## src/rtl/reg_wr_arbiter.sv

```systemverilog
`timescale 1ns / 1ps
// reg_wr_arbiter
//
// Round-robin arbiter that shares one write path into a bank of enable-gated
// registers among NUM_REQ requesters. Each cycle at most one requester wins.
// Its target register's enable and its write data are then driven, registered,
// during the following cycle.
//
// Ports:
//   clk       system clock, rising edge
//   rst_n     asynchronous active-low reset
//   req       per-requester write request (level)
//   req_addr  flattened register index, requester i at [i*ADDR_W +: ADDR_W]
//   req_data  flattened write data, requester i at [i*DATA_W +: DATA_W]
//   hold      freeze arbitration; no new grants while high
//   gnt       one-hot grant pulse (registered)
//   reg_en    one-hot bank register enable (registered)
//   reg_d     data to all bank registers (registered, holds when idle)
//   busy      high whenever gnt is nonzero
module reg_wr_arbiter #(
    parameter int unsigned NUM_REQ = 4,
    parameter int unsigned ADDR_W  = 3,
    parameter int unsigned DATA_W  = 32
) (
    input  logic                        clk,
    input  logic                        rst_n,
    input  logic [NUM_REQ-1:0]          req,
    input  logic [NUM_REQ*ADDR_W-1:0]   req_addr,
    input  logic [NUM_REQ*DATA_W-1:0]   req_data,
    input  logic                        hold,
    output logic [NUM_REQ-1:0]          gnt,
    output logic [(1<<ADDR_W)-1:0]      reg_en,
    output logic [DATA_W-1:0]           reg_d,
    output logic                        busy
);

    localparam int unsigned NREG  = 1 << ADDR_W;
    localparam int unsigned PTR_W = (NUM_REQ > 1) ? $clog2(NUM_REQ) : 1;

    // Registered state
    logic [NUM_REQ-1:0] gnt_q,    gnt_d;
    logic [NREG-1:0]    reg_en_q, reg_en_d;
    logic [DATA_W-1:0]  reg_d_q,  reg_d_d;
    logic               busy_q,   busy_d;
    logic [PTR_W-1:0]   ptr_q,    ptr_d;

    // Per-requester views of the flattened address/data buses
    logic [ADDR_W-1:0]  addr_arr [NUM_REQ];
    logic [DATA_W-1:0]  data_arr [NUM_REQ];

    always_comb begin
        for (int unsigned i = 0; i < NUM_REQ; i++) begin
            addr_arr[i] = req_addr[i*ADDR_W +: ADDR_W];
            data_arr[i] = req_data[i*DATA_W +: DATA_W];
        end
    end

    // The requester holding the grant this cycle is masked, which forces a
    // one-cycle gap between back-to-back writes from the same source.
    logic [NUM_REQ-1:0] elig;
    assign elig = req & ~gnt_q;

    // Priority search starting at ptr and wrapping modulo NUM_REQ.
    logic               found;
    logic [PTR_W-1:0]   win;
    logic [PTR_W-1:0]   idx;

    always_comb begin
        found = 1'b0;
        win   = '0;
        idx   = '0;
        for (int unsigned off = 0; off < NUM_REQ; off++) begin
            idx = PTR_W'((32'(ptr_q) + off) % NUM_REQ);
            if (!found && elig[idx]) begin
                found = 1'b1;
                win   = idx;
            end
        end
    end

    // Next-state: a grant only when not frozen and someone is eligible.
    // reg_d and ptr hold their value on idle cycles.
    always_comb begin
        gnt_d    = '0;
        reg_en_d = '0;
        reg_d_d  = reg_d_q;
        busy_d   = 1'b0;
        ptr_d    = ptr_q;
        if (!hold && found) begin
            gnt_d    = NUM_REQ'(1) << win;
            reg_en_d = NREG'(1) << addr_arr[win];
            reg_d_d  = data_arr[win];
            busy_d   = 1'b1;
            if (win == PTR_W'(NUM_REQ - 1)) begin
                ptr_d = '0;
            end else begin
                ptr_d = win + PTR_W'(1);
            end
        end
    end

    // Async clear guarantees no partial write escapes once rst_n drops.
    always_ff @(posedge clk or negedge rst_n) begin
        if (!rst_n) begin
            gnt_q    <= '0;
            reg_en_q <= '0;
            reg_d_q  <= '0;
            busy_q   <= 1'b0;
            ptr_q    <= '0;
        end else begin
            gnt_q    <= gnt_d;
            reg_en_q <= reg_en_d;
            reg_d_q  <= reg_d_d;
            busy_q   <= busy_d;
            ptr_q    <= ptr_d;
        end
    end

    assign gnt    = gnt_q;
    assign reg_en = reg_en_q;
    assign reg_d  = reg_d_q;
    assign busy   = busy_q;

    // Structural invariants of the outputs
    a_gnt_onehot0 : assert property (@(posedge clk) disable iff (!rst_n)
        $onehot0(gnt_q));
    a_en_onehot0 : assert property (@(posedge clk) disable iff (!rst_n)
        $onehot0(reg_en_q));
    a_en_matches_gnt : assert property (@(posedge clk) disable iff (!rst_n)
        ((gnt_q == '0) == (reg_en_q == '0)));
    a_busy_matches_gnt : assert property (@(posedge clk) disable iff (!rst_n)
        (busy_q == (gnt_q != '0)));

endmodule

```

## config.mk

```make
export PLATFORM = sky130hd
export DESIGN_NAME = reg_wr_arbiter
export DESIGN_NICKNAME = d
export VERILOG_FILES = /design/src/rtl/reg_wr_arbiter.sv
export SDC_FILE = /design/constraint.sdc
export NUM_CORES = 1
export LEC_CHECK = 0
export ABC_AREA = 1
export BUFFER_PORTS_ARGS = -buffer_cell sky130_fd_sc_hd__clkbuf_2
export CAP_MARGIN = 20
export CORE_ASPECT_RATIO = 0.8
export CORE_MARGIN = 2
export CORE_UTILIZATION = 47
export DETAILED_ROUTE_END_ITERATION = 8
export PLACE_DENSITY = 0.81
export SLEW_MARGIN = 40
export SYNTH_ARGS = -nofsm -noshare
export SYNTH_HDL_FRONTEND = slang
export SYNTH_SLANG_ARGS = --single-unit
```

## constraint.sdc

```tcl
create_clock -name clk -period 2.8 [get_ports clk]
set_input_delay 0.56 -clock clk [delete_from_list [all_inputs] [get_ports clk]]
set_output_delay 0.56 -clock clk [all_outputs]
set_load 0.03 [all_outputs]
```

### Word-level counts from Yosys, hierarchy flattened

Cells that the tools add are included.

| cells by class | value |
|---|---|
| muxes and demuxes | 26 |
| bitwise gates (word level) | 3 |
| equal/unequal tests | 1 |
| order comparisons | 5 |
| shifts and indexed selects | 2 |
| reductions and logical operators | 8 |
| $add $sub $neg | 4 |

Operators by type and width:

| cell | count |
|---|---|
| 32-bit binary-select mux with 2-bit select | 1 |
| 32-bit two-way mux | 2 |
| 2-bit by 3-bit less-than comparator with 1-bit output, second input constant | 4 |
| 2-bit two-way mux | 5 |
| 1-bit two-way mux | 9 |
| 1-bit binary-select mux with 2-bit select | 4 |
| 8-bit two-way mux | 1 |
| 1-bit by 3-bit left shift with 8-bit output, first input constant | 1 |
| 3-bit binary-select mux with 2-bit select | 1 |
| 3-bit two-way mux | 2 |
| 2-bit by 1-bit adder with 2-bit output, second input constant | 2 |
| 2-bit adder, second input constant | 2 |
| 4-bit AND | 1 |
| 1-bit logical AND | 4 |
| 1-bit logical NOT | 4 |
| 4-bit two-way mux | 1 |
| 4-bit inverter | 1 |
| 1-bit by 2-bit left shift with 4-bit output, first input constant | 1 |
| 3-bit >= comparator, second input constant | 1 |
| 2-bit inverter with 3-bit output | 1 |
| 2-bit == test, second input constant | 1 |

| storage, ports and cells | value |
|---|---|
| flip-flop bits (word level) | 47 |
| input port bits | 147 |
| output and inout bits | 45 |
| word-level logic and storage cells | 54 |

### Longest topological paths before layout

Gate-level depths: netlist of the first run.

| logic depth | value |
|---|---|
| word-level depth | 20 |
| gate-level depth with buffers | 17 |

### Worst setup path before layout of the first run

OpenSTA, ideal clock, no wires.

| path | value |
|---|---|
| path type | register to register |
| from | reg gnt_q[2] (netlist: gnt[2]) |
| to | reg ptr_q[1] |
| setup slack | 0.802 ns |
| stages on the path, launching flop included | 12 |
| data arrival time | 1.871 ns |
| cell sequence | dfrtp_1 -> inv_1 -> nand3_1 -> nand3_1 -> nand2_1 -> nand3_2 -> nand3_4 -> inv_2 -> buf_2 -> ha_1 -> nand2_1 -> o21ai_0 |

| on the way | value |
|---|---|
| cells in the longest elaborated chain, start to end | 16 |

Ends and longest elaborated chain:

| element | line | RTL |
|---|---|---|
| start, declared | 41 | `logic [NUM_REQ-1:0] gnt_q, gnt_d;` |
| start signal, assigned | 111 | `gnt_q <= gnt_d;` |
| 4-bit inverter * | 61 | `assign elig = req & ~gnt_q;` |
| 4-bit AND * | 61 |  |
| 1-bit binary-select mux with 2-bit select | 74 | `if (!found && elig[idx]) begin` |
| 1-bit two-way mux (not written as such) | 74 |  |
| 1-bit two-way mux | 74 |  |
| 1-bit logical NOT | 74 |  |
| 1-bit logical AND | 74 |  |
| 1-bit two-way mux | 74 |  |
| 1-bit logical NOT | 74 |  |
| 1-bit logical AND | 74 |  |
| 1-bit two-way mux | 74 |  |
| 1-bit logical NOT | 74 |  |
| 1-bit logical AND | 74 |  |
| 2-bit two-way mux | 74 |  |
| 2-bit by 1-bit adder with 2-bit output or 2-bit == test (tied branches) | 97, 94 |  |
| 2-bit two-way mux | 94 | `if (win == PTR_W'(NUM_REQ - 1)) begin` |
| end signal, assigned | 115 | `ptr_q <= ptr_d;` |
| end, declared | 45 | `logic [PTR_W-1:0] ptr_q, ptr_d;` |

Every way passes the cells marked *; elsewhere a longest branch is shown, timed or not. The select of a mux whose other input is x is not followed.
A chain may end at the register's enable or synchronous reset.

### Worst setup path in the final report of the first run

| path | value |
|---|---|
| from | reg ptr_q[0] |
| to | reg reg_en_q[7] (netlist: reg_en[7]) |

| on the way | value |
|---|---|
| cells in the longest elaborated chain, start to end | 18 |

Ends and longest elaborated chain:

| element | line | RTL |
|---|---|---|
| branches (longest 17 deep; another with 2-bit by 1-bit adder with 2-bit output) | - |  |
| 8-bit two-way mux * | 89 | `if (!hold && found) begin` |
| named net reg_en_d[7] | 42 | `logic [NREG-1:0] reg_en_q, reg_en_d;` |
| end signal, assigned | 112 | `reg_en_q <= reg_en_d;` |
| end, declared | 42 |  |

Mark *: on every way through the listed nets, which the timed path passes. The select of a mux whose other input is x is not followed.

==> results of run 1 <==
-- metal layers --
layer,vias up,part of all wire [%]
li1,2375,-
met1,2058,41
met2,250,48
met3,22,9.2
met4,0,1.4
met5,-,0
-- cell families after synthesis --
group,count (synthesis)
fa+ha+maj,4
flops,47
buf+inv,192
compound gates,2
simple gates,431
-- worst register-to-register path: cells and delay by family (launching register included) --
family                 cells  cell delay [ns]
and+or+nand+nor            9             1.48
DFF                        1             0.55
buffers and inverters      2             0.40
-- layout by cell type (no fill, tap or decap), drive strengths merged --
master  netlist  final
nand2       278    278
clkbuf       10    197
inv         153    153
nand3        95     95
dfrtp        47     47
nand4        46     46
buf          29     13
nor2         12     12
ha            4      4
o21ai         2      2
clkinv        0      1
bufinv        0      1
-- registers in the layout, summed over array words and instances, names as in the netlist --
name,cells
reg_en,8
busy,1
gnt,4
reg_d,32
ptr_q,2
-- final cells by class --
type                       instances  area (um2)  area share, %
inverter                         153         577           11.5
tap                              108         135           2.68
sequential                        47        1180           23.4
multi-input combinational        437        1960           38.9
timing repair buffer             204        1070           21.2
clock inverter                     2        35.0          0.696
clock buffer                       6        82.6           1.64
-- power groups by stage --
stage	Combinational [mW]	Clock, mW	Sequential, mW
finish	5.72	0.529	1.18
global route	6.55	0.564	1.22
detailed placement	5.72	0	1.19
floorplan	4.03	0	1.67
CTS	5.73	0.543	1.18
global placement	5.56	0	1.19
-- repair_timing --
item / CTS / global route
resized for setup: 0 / 1
setup endpoints to repair: 0 / 8
hold buffers: 0 / 0
hold endpoints to repair: 0 / 0
-- worst max path at each step --
stage	slack [ns]	endpoint
3_3_place_gp	0.34	reg_en[7]$_DFF_PN0_
2_1_floorplan	0.80	ptr_q[1]$_DFFE_PN0P_
3_5_place_dp	0.22	reg_en[7]$_DFF_PN0_
5_1_grt	0.02	reg_en[0]$_DFF_PN0_
6_report	0.31	reg_en[7]$_DFF_PN0_
4_1_cts	0.24	reg_en[7]$_DFF_PN0_
==> results.json, run 1 <==
{
  "run_status": "completed",
  "antenna_found_initial": 0,
  "clock_path_buffers": 2,
  "reg2reg_from": "ptr_q[0]$_DFFE_PN0P_",
  "fillers": 739,
  "worstPathMaxFanout": 42,
  "cts_buffers": 5,
  "drc": 0,
  "cp.arrival_ns": 2.72,
  "fin_crit_ns": 2.49,
  "rr_worst_depth": 11,
  "route.vias.total": 4705,
  "dr.pass1.iters": 5,
  "yosysWarnings": 0,
  "hp-class": "input port to async pin",
  "ys_seq_area_share_pct": 29.9,
  "final_max_slew_viol_count": 0,
  "grt_start_max_net_pins": 48,
  "r2r-end": "reg_en[7]$_DFF_PN0_",
  "cp_cell_sequence": "inv_4, nand3_1, nand3_1, nand2_1, nand4_4, nand3_4, buf_6, nand2_1, nand3_1, nand3_1, nor2_1",
  "synth-edff-count": 0,
  "grt_remaining_overflow": 0,
  "die_h_um": 85.8,
  "synth_compound_area_share_pct": 0.255,
  "worst_ep_required_time_ns": 3.03,
  "crit_top_cell": "nand3_1",
  "r2r_slack_ns": 0.31,
  "ir_worst_vdd_mv": 0.855,
  "use_met3_pct": 4.94,
  "stdcell_area_um2": 5030,
  "cp.depth": 11,
  "fp.dieArea_um2": 9110,
  "yosysMostFrequentCell": "nand2_1",
  "finalWirelength_mm": 12.1,
  "gp_congestion": 0.912,
  "switching_share_pct": 58.6,
  "place_area_um2": 4910,
  "die_w_um": 106,
  "cts_tree": "built",
  "synth_top_area_share_pct": 29.9,
  "fin_skew_ns": 0.00845,
  "setup_violations": 0,
  "drt_iter0_markers": 293,
  "syn_avg_cell_area_um2": 5.81,
  "leakage_nw": 3.43,
  "place_hpwl_mm": 8.86,
  "finalCritPeriodShare_pct": 88.9,
  "synth_flop_cell": "dfrtp_1",
  "core_area_um2": 8020,
  "synth-seq-cells": 47,
  "async_flop_share_pct": 100,
  "power_mw": 7.43,
  "slew_headroom_pct": 58.3,
  "cp-start-kind": "register",
  "p_int_mw": 3.07,
  "drv_cap": 0,
  "synth_area_leaders": "dfrtp_1 (30%), nand2_1 (26%), inv_1 (14%)",
  "end_kind": "register",
  "nNetsFinal": 999,
  "whs_ns": 0.345,
  "crit_start": "ptr_q[0]$_DFFE_PN0P_",
  "utilization_pct": 62.8,
  "rows": 29,
  "grt_pass1_wl_mm": 20.0,
  "cpMaxStageDelayCell": "dfrtp_1",
  "fin_ws_ns": 0.311,
  "grtUsageMet1_pct": 33.7,
  "muxShareOfSynthArea_pct": 0,
  "synth_top_family_by_area": "simple AND/OR/NAND/NOR gates",
  "netlist_instances": 676,
  "clock_latency_ns": 0.30,
  "cts_root_buf": "clkbuf_8",
  "power.density_nw_per_um2": 1480,
  "numPortBuffers": 191,
  "synthXorXnorAreaFrac_pct": 0,
  "setup_tns_ns": 0,
  "power.share.sequential_pct": 15.9,
  "grt_pass1_vias": 4428,
  "netlist_top_cells_count": "nand2_1 (274), inv_1 (149), nand3_1 (92), dfrtp_1 (47), nand4_1 (45)",
  "use_met2_pct": 48.6,
  "max_clock_freq_mhz": 402,
  "final_layout_size_suffix_gt1_share_pct": 26.4,
  "grt_busiest_layer": "met2",
  "syn2layout_area_growth_pct": 28.2,
  "grt_use_total_pct": 27.1,
  "htree_levels": 2,
  "power_frac_clock_pct": 7.1,
  "wl_per_cell_um": 12.7,
  "final-hold-violation-count": 0,
  "pin_count": 192,
  "ant_nets": 0,
  "pwr-share-comb_pct": 76.9,
  "path_buf_inv": 2,
  "synthAdderAreaFrac_pct": 1.27,
  "crit_family": "simple AND/OR/NAND/NOR gates",
  "criticalPathCategory": "register to register",
  "tightest_slew_ns": 0.625,
  "netlist_area_um2": 3930,
  "syn-num-nets": 827,
  "slowest_delay_ns": 0.55,
  "synth-simple-area-share_pct": 48.3,
  "dpl_worst_slack_ns": 0.223,
  "synth_top_cell_by_area": "dfrtp_1",
  "cts.sink_count": 47,
  "fin_cells": 957,
  "via_per_inst": 4.92,
  "cts_setup_buffers": 0,
  "rsz0062_at_grt": "false",
  "antenna_cells": 0,
  "post-place-cells": 949,
  "initial_core_util_pct": 49.0,
  "switching_power_mw": 4.36,
  "synth_cell_type_count": 19,
  "clkSlewWorstSetupHoldPaths_ns": 0.09
}
(Power assumes the default switching activity.)
==> inputs of run 2 (changes only) <==
Settings changed: CORE_MARGIN 2 to 5.
==> results.json, run 2 (synthesized netlist as in run 1, its figures left out) <==
{
  "place_hpwl_mm": 9.68,
  "power.density_nw_per_um2": 1490,
  "run_status": "completed",
  "dpl_worst_slack_ns": 0.349,
  "hp-class": "input port to async pin",
  "final_max_slew_viol_count": 0,
  "fp.dieArea_um2": 10300,
  "cts_buffers": 5,
  "antenna_cells": 0,
  "route.vias.total": 4710,
  "syn2layout_area_growth_pct": 28.2,
  "finalCritPeriodShare_pct": 88.5,
  "final_common_cell": "nand2_1",
  "finalWirelength_mm": 12.7,
  "rows": 29,
  "hold_buffers": 0,
  "max_clock_freq_mhz": 404,
  "cts_tree": "built",
  "final_layout_size_suffix_gt1_share_pct": 26.5,
  "power_mw": 7.53,
  "grt_start_max_net_pins": 48,
  "grt_pass1_wl_mm": 21.2,
  "dr.pass1.iters": 5,
  "fin_ws_ns": 0.322,
  "cts_setup_buffers": 0,
  "fin_skew_ns": 0.00677,
  "clkSlewWorstSetupHoldPaths_ns": 0.10,
  "fin_crit_ns": 2.48,
  "worstPathMaxFanout": 30,
  "grt_pass1_vias": 4575,
  "largest_reg_flops": 32,
  "setup_violations": 0,
  "cp.arrival_ns": 2.70,
  "ant_nets": 0,
  "worst_ep_required_time_ns": 3.03,
  "criticalPathCategory": "register to register",
  "end_kind": "register",
  "die_w_um": 112,
  "drt_iter0_markers": 338,
  "pin_count": 192,
  "utilization_pct": 62.5,
  "die_h_um": 91.8,
  "ir_worst_vdd_mv": 0.812,
  "core_area_um2": 8060,
  "setup_tns_ns": 0,
  "grt_use_total_pct": 24.4,
  "leakage_nw": 3.43,
  "wl_per_cell_um": 13.3,
  "final-hold-violation-count": 0,
  "slew_headroom_pct": 59.1,
  "rsz0062_at_grt": "false",
  "cp-start-kind": "register",
  "htree_levels": 2,
  "drc": 0,
  "numPortBuffers": 191,
  "cts_root_buf": "clkbuf_8",
  "cts.sink_count": 47,
  "clock_latency_ns": 0.30,
  "clock_path_buffers": 2,
  "cts_resized": 0,
  "tightest_slew_ns": 0.613,
  "drv_cap": 0,
  "rr_worst_depth": 16,
  "grt_remaining_overflow": 0,
  "antenna_found_initial": 0,
  "final_cell_mix": "nand2_1 (274), clkbuf_2 (191), inv_1 (149)",
  "nNetsFinal": 1000,
  "initial_core_util_pct": 48.8,
  "via_per_inst": 4.92,
  "gp_congestion": 0.892
}
-- run 2: cell count changes in the layout (fill, tap and decap cells not counted) --
cell / before / now
buf_4: 11 / 13
buf_6: 1 / 0
clkbuf_8: 6 / 5
clkinv_2: 1 / 0
clkinvlp_4: 0 / 1
inv_6: 0 / 1
-- run 2: through the flow --
step                      hold slack, ns  cells  cell area (um2)
after detailed placement           0.468    950             4920
after floorplan                    0.264    676             3930
after global placement             0.461    950             4920
after CTS                          0.368    958             5040
final                              0.328    958             5040
after global routing               0.388    958             5040
-- run 2: final timing paths --
path                                        from               endpoint  slack [ns]
max                         ptr_q[1]$_DFFE_PN0P_    reg_en[1]$_DFF_PN0_        0.32
min                                        rst_n    reg_en[0]$_DFF_PN0_        0.33
max reg2reg                 ptr_q[1]$_DFFE_PN0P_    reg_en[1]$_DFF_PN0_        0.32
min reg2reg                reg_d[21]$_DFFE_PN0P_  reg_d[21]$_DFFE_PN0P_        0.49
max in group asynchronous                  rst_n  reg_d[20]$_DFFE_PN0P_        2.03
min in group clk           reg_d[21]$_DFFE_PN0P_  reg_d[21]$_DFFE_PN0P_        0.49
-- run 2: metal layers --
| metal | vias up | GRT usage (%) | routed length [um] |
|---|---|---|---|
| met5 | - | 0 | 0 |
| met1 | 2065 | 31.1 | 5420 |
| li1 | 2385 | - | - |
| met3 | 14 | 5.92 | 1210 |
| met4 | 0 | 6.51 | 148 |
| met2 | 246 | 41.7 | 5920 |
-- run 2: layout make-up --
class	instances	area [um2]
repair buffers	205	1070
clock inverters	3	46.3
clock buffers	5	68.8
inverters	153	577
fillers	781	3020
multi-input cells	437	1960
flip-flops and latches	47	1180
well taps	108	135
-- run 2: where the power goes --
group | leakage [nW] | internal, mW | switching, mW
registers | 0.591 | 0.992 | 0.231
logic | 2.78 | 1.80 | 4.00
clock network | 0.0548 | 0.269 | 0.242
total | 3.43 | 3.06 | 4.47
-- run 2: worst max-delay path: stages, from the launching register on --
cell	delay [ns]
dfrtp_1	0.48
inv_2	0.17
nand2_1	0.08
nand2_2	0.11
nand3_1	0.09
nand2_2	0.15
nand2_2	0.09
nand2_1	0.08
nand2_2	0.08
nand3_4	0.18
buf_4	0.34
nand2_1	0.12
nand2_1	0.09
nand2_1	0.05
nand2_1	0.08
nand2_1	0.07
nor2_1	0.14
==> inputs of run 3 (changes only) <==
Settings changed: CORE_UTILIZATION 47 to 43, PLACE_DENSITY 0.81 to 0.78.
Clock period 2.8 ns to 2 ns, I/O delays scaled along.
==> results.json, run 3 (synthesized netlist as in run 1, its figures left out) <==
{
  "drv_cap": 0,
  "ant_nets": 0,
  "fp.dieArea_um2": 11200,
  "run_status": "finished, violations left",
  "via_per_inst": 5.00,
  "grt_start_max_net_pins": 48,
  "cp.arrival_ns": 2.40,
  "antenna_found_initial": 0,
  "crit_family": "simple AND/OR/NAND/NOR gates",
  "syn2layout_area_growth_pct": 53.1,
  "cts.sink_count": 47,
  "slowest_delay_ns": 0.47,
  "utilization_pct": 66.9,
  "setup_violations": 44,
  "rows": 31,
  "htree_levels": 2,
  "die_h_um": 95.5,
  "cp_cell_sequence": "clkinv_4, nand3_4, nand2_4, nand2_2, nand2_2, nand2_4, nand2_4, nand2_4, nand3_4, buf_12, nand2_1, nand3_2, nand2_2, nand2_2, nor2_1",
  "end_kind": "register",
  "cp-start-kind": "register",
  "grt_pass1_wl_mm": 20.4,
  "clock_path_buffers": 2,
  "worst_ep_required_time_ns": 2.20,
  "gp_congestion": 0.923,
  "hold_buffers": 0,
  "dr.pass1.iters": 5,
  "final-hold-violation-count": 0,
  "wl_per_cell_um": 14.3,
  "nNetsFinal": 1031,
  "cts_tree": "built",
  "worstPathMaxFanout": 8,
  "failed_checks": "setup timing",
  "numPortBuffers": 191,
  "grt_pass1_vias": 4352,
  "tightest_slew_ns": 0.617,
  "fin_crit_ns": 2.19,
  "cts_root_buf": "clkbuf_16",
  "core_area_um2": 9000,
  "path_buf_inv": 2,
  "place_area_um2": 5100,
  "grt_use_total_pct": 22.8,
  "drc": 0,
  "final_max_slew_viol_count": 0,
  "route.vias.total": 4981,
  "fin_skew_ns": 0.00750,
  "die_w_um": 117,
  "criticalPathCategory": "register to register",
  "grt_remaining_overflow": 0,
  "slew_headroom_pct": 58.9,
  "largest_reg_flops": 32,
  "finalCritPeriodShare_pct": 110,
  "final_cell_mix": "nand2_1 (219), clkbuf_2 (191), inv_1 (148)",
  "place_hpwl_mm": 9.69,
  "hp-class": "input port to async pin",
  "rsz0062_at_grt": "true",
  "finalWirelength_mm": 14.3,
  "clock_latency_ns": 0.28,
  "initial_core_util_pct": 43.7,
  "stdcell_area_um2": 6020,
  "pin_count": 192,
  "antenna_cells": 0,
  "drt_iter0_markers": 431,
  "final_layout_size_suffix_gt1_share_pct": 39.3,
  "fin_ws_ns": -0.195,
  "clkSlewWorstSetupHoldPaths_ns": 0.07,
  "cts_buffers": 5,
  "final_common_cell": "nand2_1",
  "cpMaxStageDelayCell": "dfrtp_2",
  "max_clock_freq_mhz": 456
}
[run 3: cell type report]
cell class | instances | area (um2)
fill | 795 | 2980
multi-input combinational | 437 | 2410
timing repair buffer | 236 | 1540
sequential | 47 | 1180
inverter | 153 | 604
tap | 115 | 144
clock buffer | 5 | 125
clock inverter | 3 | 15.0
[run 3: layer usage]
metal  vias up  part of all wire (%)  global-route usage, %
met5         -                     0                      0
met4         0                   1.7                   4.01
met3        26                   9.6                   5.77
met2       246                    48                   37.9
met1      2251                    41                   30.5
li1       2458                     -                      -
[run 3: path summary, 6_finish.rpt]
check / cells past startpoint / end / start / slack, ns
min in group clk: 2 / reg_d[10]$_DFFE_PN0P_ / reg_d[10]$_DFFE_PN0P_ / 0.47
worst max-delay path: 15 / reg_en[5]$_DFF_PN0_ / ptr_q[0]$_DFFE_PN0P_ / -0.19
worst min-delay path: 2 / reg_d[10]$_DFFE_PN0P_ / rst_n / 0.21
worst max register to register: 15 / reg_en[5]$_DFF_PN0_ / ptr_q[0]$_DFFE_PN0P_ / -0.19
max in group asynchronous: 2 / ptr_q[1]$_DFFE_PN0P_ / rst_n / 1.35
worst min register to register: 2 / reg_d[10]$_DFFE_PN0P_ / reg_d[10]$_DFFE_PN0P_ / 0.47
[run 3: repair_timing]
item                                   in CTS  in global routing
gates cloned                                4                  2
setup endpoints to repair                  43                 46
endpoints found under the hold margin       0                  0
buffers inserted                            6                  3
pin swaps                                   3                 56
resized for setup                          23                129
[run 3: stage by stage]
stage               hold WS (ns)  setup TNS, ns  worst slack, ns  cells
finish                     0.212          -5.64           -0.195    996
global route               0.274         -11.33           -0.313    996
CTS                        0.241         -0.317          -0.0243    992
detailed placement         0.467          -1.94          -0.0855    974
global placement           0.464        -0.0787          -0.0223    974
floorplan                  0.104              0          0.00233    676
Power of run 3 is not shown: default switching activity piles up to over one toggle a cycle in this logic, so the estimate is an artifact.
